<file path="src/rtl/cube2_top.sv">
`default_nettype none
// ============================================================================
// Module      : cube2_top
// Description : HUB75 LED-panel controller for the LED cube. Generates an
//               internal test pattern and scans it onto one panel using
//               binary-coded modulation (BCM). Also drives a heartbeat LED.
//               Everything runs from the single 25 MHz oscillator.
//
//               Pattern, per pixel (x, y), all values modulo 2^BPC:
//                 R = x (+ frame count when scrolling), G = y, B = x ^ y
//
//               Build option : define CUBE2_SCROLL_EN to make the red ramp
//                              scroll one column per frame. Without it the
//                              pattern is static and no frame counter is
//                              built. Scan timing is the same in both builds.
//
// Ports       : osc_clk25          in   sole clock, rising edge
//               reset              in   synchronous, active-high
//               hub75_r0/g0/b0     out  upper-half colour bits
//               hub75_r1/g1/b1     out  lower-half colour bits
//               hub75_addr         out  row-pair address
//               hub75_clk          out  panel shift clock
//               hub75_lat          out  latch strobe, active-high
//               hub75_oe_n         out  output enable, active-low
//               led                out  heartbeat
//
// Revision    : 1.0 - initial release
// ============================================================================
module cube2_top #(
    parameter int COLS      = 32,
    parameter int ROW_PAIRS = 16,
    parameter int BPC       = 4,
    parameter int BASE_OE   = 8,
    parameter int HB_W      = 24
) (
    input  logic                         osc_clk25,
    input  logic                         reset,
    output logic                         hub75_r0,
    output logic                         hub75_g0,
    output logic                         hub75_b0,
    output logic                         hub75_r1,
    output logic                         hub75_g1,
    output logic                         hub75_b1,
    output logic [$clog2(ROW_PAIRS)-1:0] hub75_addr,
    output logic                         hub75_clk,
    output logic                         hub75_lat,
    output logic                         hub75_oe_n,
    output logic                         led
);

    localparam int C_A_W   = $clog2(ROW_PAIRS);
    localparam int C_C_W   = $clog2(2 * COLS);
    localparam int C_COL_W = $clog2(COLS);
    localparam int C_Y_W   = $clog2(2 * ROW_PAIRS);
    localparam int C_BIT_W = (BPC > 1) ? $clog2(BPC) : 1;
    localparam int C_D_W   = $clog2(BASE_OE << (BPC - 1)) + 1;

    localparam logic [C_C_W-1:0]   C_C_LAST   = C_C_W'(2 * COLS - 1);
    localparam logic [C_BIT_W-1:0] C_BIT_LAST = C_BIT_W'(BPC - 1);
    localparam logic [C_A_W-1:0]   C_ROW_LAST = C_A_W'(ROW_PAIRS - 1);

    localparam logic [1:0] C_ST_SHIFT = 2'd0;
    localparam logic [1:0] C_ST_LATCH = 2'd1;
    localparam logic [1:0] C_ST_DISP  = 2'd2;

    // Scan state
    logic [1:0]         r_state, w_state_nx;
    logic [C_C_W-1:0]   r_c,     w_c_nx;
    logic [C_BIT_W-1:0] r_bit,   w_bit_nx;
    logic [C_A_W-1:0]   r_row,   w_row_nx;
    logic [C_D_W-1:0]   r_dcnt,  w_dcnt_nx;

    // Registered outputs: {r0, g0, b0, r1, g1, b1}
    logic [5:0]         r_data,  w_data_nx;
    logic               r_sclk,  w_sclk_nx;
    logic               r_lat,   w_lat_nx;
    logic               r_oe_n,  w_oe_n_nx;
    logic [C_A_W-1:0]   r_addr,  w_addr_nx;
    logic [HB_W-1:0]    r_hb;

    logic [C_D_W-1:0]   w_disp_last;
    logic               w_disp_done;
    logic [BPC-1:0]     w_frame_pix;
    logic [C_COL_W-1:0] w_col;
    logic [C_Y_W-1:0]   w_y_hi;
    logic [C_Y_W-1:0]   w_y_lo;
    logic [2:0]         w_pix_hi;
    logic [2:0]         w_pix_lo;

    // Returns {R[b], G[b], B[b]} of pixel (x, y)
    function automatic logic [2:0] f_pix(
        input logic [C_COL_W-1:0] x,
        input logic [C_Y_W-1:0]   y,
        input logic [C_BIT_W-1:0] b,
        input logic [BPC-1:0]     fr
    );
        logic [BPC-1:0] rv;
        logic [BPC-1:0] gv;
        logic [BPC-1:0] bv;
        rv = BPC'(x) + fr;
        gv = BPC'(y);
        bv = BPC'(x) ^ BPC'(y);
        return {rv[b], gv[b], bv[b]};
    endfunction

    assign w_disp_last = (C_D_W'(BASE_OE) << r_bit) - C_D_W'(1);
    assign w_disp_done = (r_state == C_ST_DISP) && (r_dcnt == w_disp_last);

    // ------------------------------------------------------------------------
    // Next-state logic
    // ------------------------------------------------------------------------
    always_comb begin
        w_state_nx = r_state;
        w_c_nx     = r_c;
        w_bit_nx   = r_bit;
        w_row_nx   = r_row;
        w_dcnt_nx  = r_dcnt;
        case (r_state)
            C_ST_SHIFT: begin
                if (r_c == C_C_LAST) begin
                    w_state_nx = C_ST_LATCH;
                    w_c_nx     = '0;
                end else begin
                    w_c_nx = r_c + C_C_W'(1);
                end
            end
            C_ST_LATCH: begin
                w_state_nx = C_ST_DISP;
                w_dcnt_nx  = '0;
            end
            C_ST_DISP: begin
                if (w_disp_done) begin
                    w_state_nx = C_ST_SHIFT;
                    w_c_nx     = '0;
                    if (r_bit == C_BIT_LAST) begin
                        w_bit_nx = '0;
                        w_row_nx = (r_row == C_ROW_LAST) ? '0 : r_row + C_A_W'(1);
                    end else begin
                        w_bit_nx = r_bit + C_BIT_W'(1);
                    end
                end else begin
                    w_dcnt_nx = r_dcnt + C_D_W'(1);
                end
            end
            default: begin
                w_state_nx = C_ST_SHIFT;
                w_c_nx     = '0;
            end
        endcase
    end

`ifdef CUBE2_SCROLL_EN
    logic [BPC-1:0] r_frame;
    logic [BPC-1:0] w_frame_nx;

    always_comb begin
        w_frame_nx = r_frame;
        if (w_disp_done && (r_bit == C_BIT_LAST) && (r_row == C_ROW_LAST)) begin
            w_frame_nx = r_frame + BPC'(1);
        end
    end

    always_ff @(posedge osc_clk25) begin
        if (reset) begin
            r_frame <= '0;
        end else begin
            r_frame <= w_frame_nx;
        end
    end

    assign w_frame_pix = w_frame_nx;
`else
    assign w_frame_pix = '0;
`endif

    // ------------------------------------------------------------------------
    // Output logic. Outputs are computed from the *next* scan state so that
    // the registered pins line up with the state the scan is in during the
    // same cycle (no extra pipeline cycle between state and pins).
    // ------------------------------------------------------------------------
    assign w_col    = C_COL_W'(w_c_nx >> 1);
    assign w_y_hi   = C_Y_W'(w_row_nx);
    assign w_y_lo   = C_Y_W'(w_row_nx) + C_Y_W'(ROW_PAIRS);
    assign w_pix_hi = f_pix(w_col, w_y_hi, w_bit_nx, w_frame_pix);
    assign w_pix_lo = f_pix(w_col, w_y_lo, w_bit_nx, w_frame_pix);

    always_comb begin
        w_data_nx = r_data;
        w_sclk_nx = 1'b0;
        w_lat_nx  = 1'b0;
        w_oe_n_nx = 1'b1;
        w_addr_nx = r_addr;
        case (w_state_nx)
            C_ST_SHIFT: begin
                w_data_nx = {w_pix_hi, w_pix_lo};
                w_sclk_nx = w_c_nx[0];
            end
            C_ST_LATCH: begin
                w_lat_nx  = 1'b1;
                w_addr_nx = w_row_nx;
            end
            C_ST_DISP: begin
                w_oe_n_nx = 1'b0;
            end
            default: begin
                w_oe_n_nx = 1'b1;
            end
        endcase
    end

    always_ff @(posedge osc_clk25) begin
        if (reset) begin
            r_state <= C_ST_SHIFT;
            r_c     <= '0;
            r_bit   <= '0;
            r_row   <= '0;
            r_dcnt  <= '0;
            r_data  <= '0;
            r_sclk  <= 1'b0;
            r_lat   <= 1'b0;
            r_oe_n  <= 1'b1;
            r_addr  <= '0;
            r_hb    <= '0;
        end else begin
            r_state <= w_state_nx;
            r_c     <= w_c_nx;
            r_bit   <= w_bit_nx;
            r_row   <= w_row_nx;
            r_dcnt  <= w_dcnt_nx;
            r_data  <= w_data_nx;
            r_sclk  <= w_sclk_nx;
            r_lat   <= w_lat_nx;
            r_oe_n  <= w_oe_n_nx;
            r_addr  <= w_addr_nx;
            r_hb    <= r_hb + HB_W'(1);
        end
    end

    assign {hub75_r0, hub75_g0, hub75_b0, hub75_r1, hub75_g1, hub75_b1} = r_data;
    assign hub75_clk  = r_sclk;
    assign hub75_lat  = r_lat;
    assign hub75_oe_n = r_oe_n;
    assign hub75_addr = r_addr;
    assign led        = r_hb[HB_W-1];

endmodule
`default_nettype wire

</file>
<file path="config.mk">
export PLATFORM = sky130hd
export DESIGN_NAME = cube2_top
export DESIGN_NICKNAME = d
export VERILOG_FILES = /design/src/rtl/cube2_top.sv
export SDC_FILE = /design/constraint.sdc
export NUM_CORES = 1
export LEC_CHECK = 0
export CAP_MARGIN = 20
export CORE_ASPECT_RATIO = 1.75
export CORE_UTILIZATION = 53
export CTS_CLUSTER_SIZE = 8
export DETAILED_ROUTE_END_ITERATION = 12
export GPL_ROUTABILITY_DRIVEN = 0
export HOLD_SLACK_MARGIN = 0.15
export PLACE_DENSITY = 0.86
export SYNTH_ARGS = -nofsm -noshare
export SYNTH_HDL_FRONTEND = slang
export SYNTH_SLANG_ARGS = --single-unit
</file>
<file path="constraint.sdc">
create_clock -name osc_clk25 -period 2.8 [get_ports osc_clk25]
set_clock_uncertainty 0.1 [all_clocks]
set_input_delay 0.56 -clock osc_clk25 [delete_from_list [all_inputs] [get_ports osc_clk25]]
set_output_delay 0.56 -clock osc_clk25 [all_outputs]
set_load 0.01 [all_outputs]
</file>
======== Word level (Yosys, flattened, before mapping) ========
Index checks and enable logic that the tools add are counted.
storage, ports and cells
  flip-flop bits (word level) ............. 58
  input bits .............................. 2
  output and inout port bits .............. 14
  word-level logic and storage cells ...... 69
cells by class
  $add $sub $neg .......................... 7
  order comparisons ....................... 1
  equality and inequality tests ........... 10
  shift operators ......................... 1
  muxes and demuxes ....................... 27
  bitwise logic cells ..................... 4
  reductions and logical operators ........ 7
operators by type and width
  operator                                          count
  adder 24 x 1 -> 24 bit, second input constant     1
  one-hot mux 6 bit (3 select lines)                1
  2-to-1 mux 4 bit                                  4
  one-hot mux 7 bit (2 select lines)                1
  2-to-1 mux 6 bit                                  2
  binary-select mux 1 bit (select 2 bit)            5
  2-to-1 mux 2 bit                                  5
  adder 4 x 1 -> 4 bit, second input constant       2
  XOR 4 bit                                         2
  adder 7 x 1 -> 7 bit, second input constant       1
  == test 7 bit                                     1
  2-to-1 mux 1 bit                                  7
  2-to-1 mux 7 bit                                  1
  << shifter 4 x 2 -> 7 bit, first input constant   1
  subtractor 7 x 2 -> 7 bit, second input constant  1
  adder 6 x 1 -> 6 bit, second input constant       1
  == test 2 bit, second input constant              3
  == test 6 bit, second input constant              1
  one-hot mux 2 bit (3 select lines)                1
  == test 2 x 1 -> 1 bit, second input constant     2
  == test 4 bit, second input constant              1
  logical NOT 2 bit                                 2
  inequality test 2 bit, second input constant      2
  AND reduction 2 bit                               2
  6 further kinds                                   7

======== Depth between registers and ports, before layout ========
  depth after elaboration ................. 10
  mapped depth ............................ 10
  gate-level depth less buffers ........... 10

======== Least setup slack after synthesis ========
No wires, ideal clock.
  path kind ............................... register to register
  from .................................... reg r_bit[1]
  to ...................................... reg r_data[3]
  setup time .............................. 0.091 ns
  data arrival time ....................... 2.539 ns
  required time ........................... 2.609 ns
  path slack .............................. 0.070 ns
  cell stages (with the launch flop) ...... 11
  buffers on the path ..................... 0
  period minus slack after synthesis ...... 2.730 ns
  cell sequence ........................... dfxtp_1 -> inv_1 -> ha_1 -> xnor2_1 -> mux2i_2 -> nand2_4 -> nor2_2 -> mux2i_1 -> nor3b_1 -> a31oi_1 -> a311oi_1
between the ends
  word-level cells in the longest chain between the ends .. 9
  elaborated cells on any way between the ends .. 20
  classes of those cells .................. 2 x add/sub; 2 x eq/ne; 1 x shift; 12 x mux; 1 x bitwise; 2 x reduce/logical
RTL lines
  what                                                                           RTL line  RTL
  from (decl)                                                                    69        logic [C_BIT_W-1:0] r_bit, w_bit_nx;
  from (signal assigned)                                                         227       r_bit <= w_bit_nx;
  << shifter 4 x 2 -> 7 bit                                                      106       assign w_disp_last = (C_D_W'(BASE_OE) << r_bit) - C_D_W'(1);
  subtractor 7 x 2 -> 7 bit                                                      106
  == test 7 bit                                                                  107       assign w_disp_done = (r_state == C_ST_DISP) && (r_dcnt == w_disp_last);
  logical AND 1 bit                                                              107
  2-to-1 mux 6 bit / 2-to-1 mux 4 bit (equally long branches)                    132       if (w_disp_done) begin
  one-hot mux 6 bit (3 select lines) / 2-to-1 mux 4 bit (equally long branches)  118       case (r_state)
  XOR 4 bit                                                                      102       bv = BPC'(x) ^ BPC'(y);
  binary-select mux 1 bit (select 2 bit)                                         103       return {rv[b], gv[b], bv[b]};
  2-to-1 mux 1 bit (not written as such)                                         103
  to (signal assigned)                                                           230       r_data <= w_data_nx;
  to (decl)                                                                      74        logic [5:0] r_data, w_data_nx;
Parallel ways exist; a longest one is shown, timed or not. The select of a mux whose other input is x is not followed.
A chain may end at the register's enable or synchronous reset.

======== Final worst setup path ========
Ends and elaborated chain as after synthesis.

==> flow_summary.json <==
{
  "ios": 16,
  "status": "complete, no violations",
  "synth_top_area_share": 0.417,
  "synthFlopType": "dfxtp_1",
  "crit_arrival_ns": 2.84,
  "yosys_warnings": 0,
  "cpMostUsedCell": "buf_4",
  "ys_types": 44,
  "utilization": 0.638,
  "cts_num_sinks": 55,
  "firstDrtPassIters": 4,
  "drc": 0,
  "cts_buffers": 5,
  "path_cells": "inv_1 > ha_1 > xnor2_2 > mux2i_2 > buf_4 > nand2_4 > nor2_4 > mux2i_4 > buf_4 > buf_4 > and2_0 > a211o_1 > a311oi_1",
  "drv_slew": 0,
  "hp-class": "reg2reg",
  "grt_use_met2": 0.413,
  "ir_worst_vdd_v": 0.000435,
  "grt_use_met1": 0.227,
  "max_slew_margin": 0.612,
  "num_rows": 33,
  "crit_family": "buffers and inverters",
  "leakage_uw": 0.00115,
  "period_share": 0.973,
  "crit_path_start_kind": "flip-flop",
  "fp.dieArea_um2": 5280,
  "ant_nets": 0,
  "worst_path_largest_cell_delay_ns": 0.39,
  "fin_cells": 373,
  "synth_edf_count": 0,
  "via_per_inst": 5.91,
  "avgSynthCellArea_um2": 8.75,
  "cts_max_level": 2,
  "ys_async_sr_fraction": 0,
  "critical_path_buf_inv_count": 4,
  "synth_most_common_cell": "dfxtp_1",
  "cp_max_fo": 5,
  "die_h_um": 95.4,
  "gr-usage-met3": 0.0380,
  "seq_area_frac_synth": 0.417,
  "slowest_stage": "dfxtp_2",
  "grt_max_degree": 35,
  "antenna_found_initial": 0,
  "nNetsFinal": 331,
  "wl_per_cell_um": 14.6,
  "clk_transition_reported_paths_ns": 0.09,
  "synth.cell_area_um2": 2640,
  "diodes": 0,
  "fp.coreArea_um2": 4750,
  "syn2layout_area_growth_pct": 14.6,
  "clockBufferDepth": 2,
  "nFillCells": 387,
  "endpoint_kind": "flip-flop",
  "synth.area.top_cells": "dfxtp_1, nor2_1, xor2_1, ha_1, nand3_1",
  "finalWorstSetupSlack_ns": 0.0768,
  "hold_buffers": 0,
  "routed_wl_um": 5440,
  "syn_inst": 302,
  "p_per_area_nw_per_um2": 459,
  "start_util": 0.556,
  "dp_hpwl_um": 3940,
  "cts_tree": "built",
  "syn_nets": 312,
  "clkLatencyLatePin_ns": 0.30,
  "placed_cells": 365,
  "fmax_mhz": 367,
  "setup_viol": 0,
  "top_usage_layer": "met2",
  "yosys-top-cells-count": "dfxtp_1, nor2_1, xor2_1",
  "hold_violations": 0,
  "power_uw": 1390,
  "drive_gt1_frac": 0.128,
  "vias": 2205,
  "place_ws_ns": 0.0155,
  "yosys.area.top_type": "dfxtp_1",
  "register_area_um2": 1100,
  "die_w_um": 55.4,
  "worst_pin_slew_ns": 0.574,
  "io_buffers": 15,
  "root_buffer": "clkbuf_8",
  "grt_pass1_wl_um": 9320,
  "required_ns": 2.92,
  "multiInputGateArea_um2": 1470,
  "ys_ff_latch": 55,
  "period_minus_slack_ns": 2.72,
  "drtIter0Drc": 59,
  "grt_use_total": 0.220,
  "grt_pass1_vias": 2136,
  "maxCapViolCount": 0,
  "critPathKind": "reg2reg",
  "overflow": 0
}
-- cells by family (layout without fill, tap and decap cells) --
logic type	count (synthesis)	count (layout)	synth area share
buffers and inverters	25	44	0.0407
AOI/OAI and AO/OA	38	38	0.101
muxes	10	10	0.0469
and+or+nand+nor	137	137	0.260
xor gates and xnor gates	29	29	0.0962
DFF	55	55	0.417
adders and majority gates	8	8	0.0379
-- cells in the final DEF, fill, tap and decap left out, types with 3 or more instances in the layout --
cell              n
dfxtp_1          53
nor2_1           50
xor2_1           20
nand3_1          19
nand2_1          16
a21oi_1          16
buf_4            15
clkdlybuf4s50_1  14
and3_1            9
ha_1              8
inv_1             7
nand4_1           7
xnor2_1           7
mux2i_1           6
a211oi_1          6
nor3_1            5
clkbuf_8          5
o21ai_0           4
nor4_1            4
or2_2             3
nand4b_1          3
a311oi_1          3
or3_1             3
-- area by class of cell --
cell class / count / area share
tap: 52 / 0.0215
multi-input combinational: 222 / 0.486
clock inverter: 1 / 0.00992
timing repair buffer: 30 / 0.0851
inverter: 7 / 0.00868
clock buffer: 6 / 0.0240
sequential: 55 / 0.364
-- path summary, 6_finish.rpt --
kind,startpoint,end,slack [ns],depth (start not counted)
max,r_bit[1],r_data[3],0.08,13
min,r_hb[0],r_hb[0],0.35,1
min reg2reg,r_hb[0],r_hb[0],0.35,1
max reg2reg,r_bit[1],r_data[3],0.08,13
-- worst register-to-register path, cell delays in order, from the launching register on --
cell      delay (ns)
dfxtp_2         0.39
inv_1           0.07
ha_1            0.22
xnor2_2         0.17
mux2i_2         0.23
buf_4           0.18
nand2_4         0.09
nor2_4          0.18
mux2i_4         0.10
buf_4           0.16
buf_4           0.13
and2_0          0.13
a211o_1         0.27
a311oi_1        0.24
-- registers in the layout, indices dropped and copies added, names as in the netlist --
name,flops
hub75_addr,4
r_data,3
r_state,2
r_c,6
hub75_oe_n,1
hub75_lat,1
hub75_clk,1
r_dcnt,7
r_row,4
r_bit,2
r_hb,24
-- metal layers --
metal,part of all wire,up-vias
met1,0.39,1062
met4,0.036,0
met5,0,-
li1,-,1081
met3,0.022,22
met2,0.55,40
-- through the flow --
step	area [um2]	hold WS (ns)	setup TNS (ns)
finish	3030	0.346	0
detailed placement	2880	0.335	0
global placement	2880	0.324	0
floorplan	2640	0.313	0
global route	3030	0.387	-0.00831
CTS	2980	0.350	0
-- where the power goes --
part / internal (uW) / switching (uW)
sequential: 794 / 11.6
clock: 263 / 247
combinational: 35.2 / 39.7
total: 1090 / 298
-- timing repair --
action,in CTS,in global routing
endpoints found under the setup margin,1,3
resized for setup,1,7
buffers inserted,0,1
Note: power is estimated with default switching activity, not from simulation.
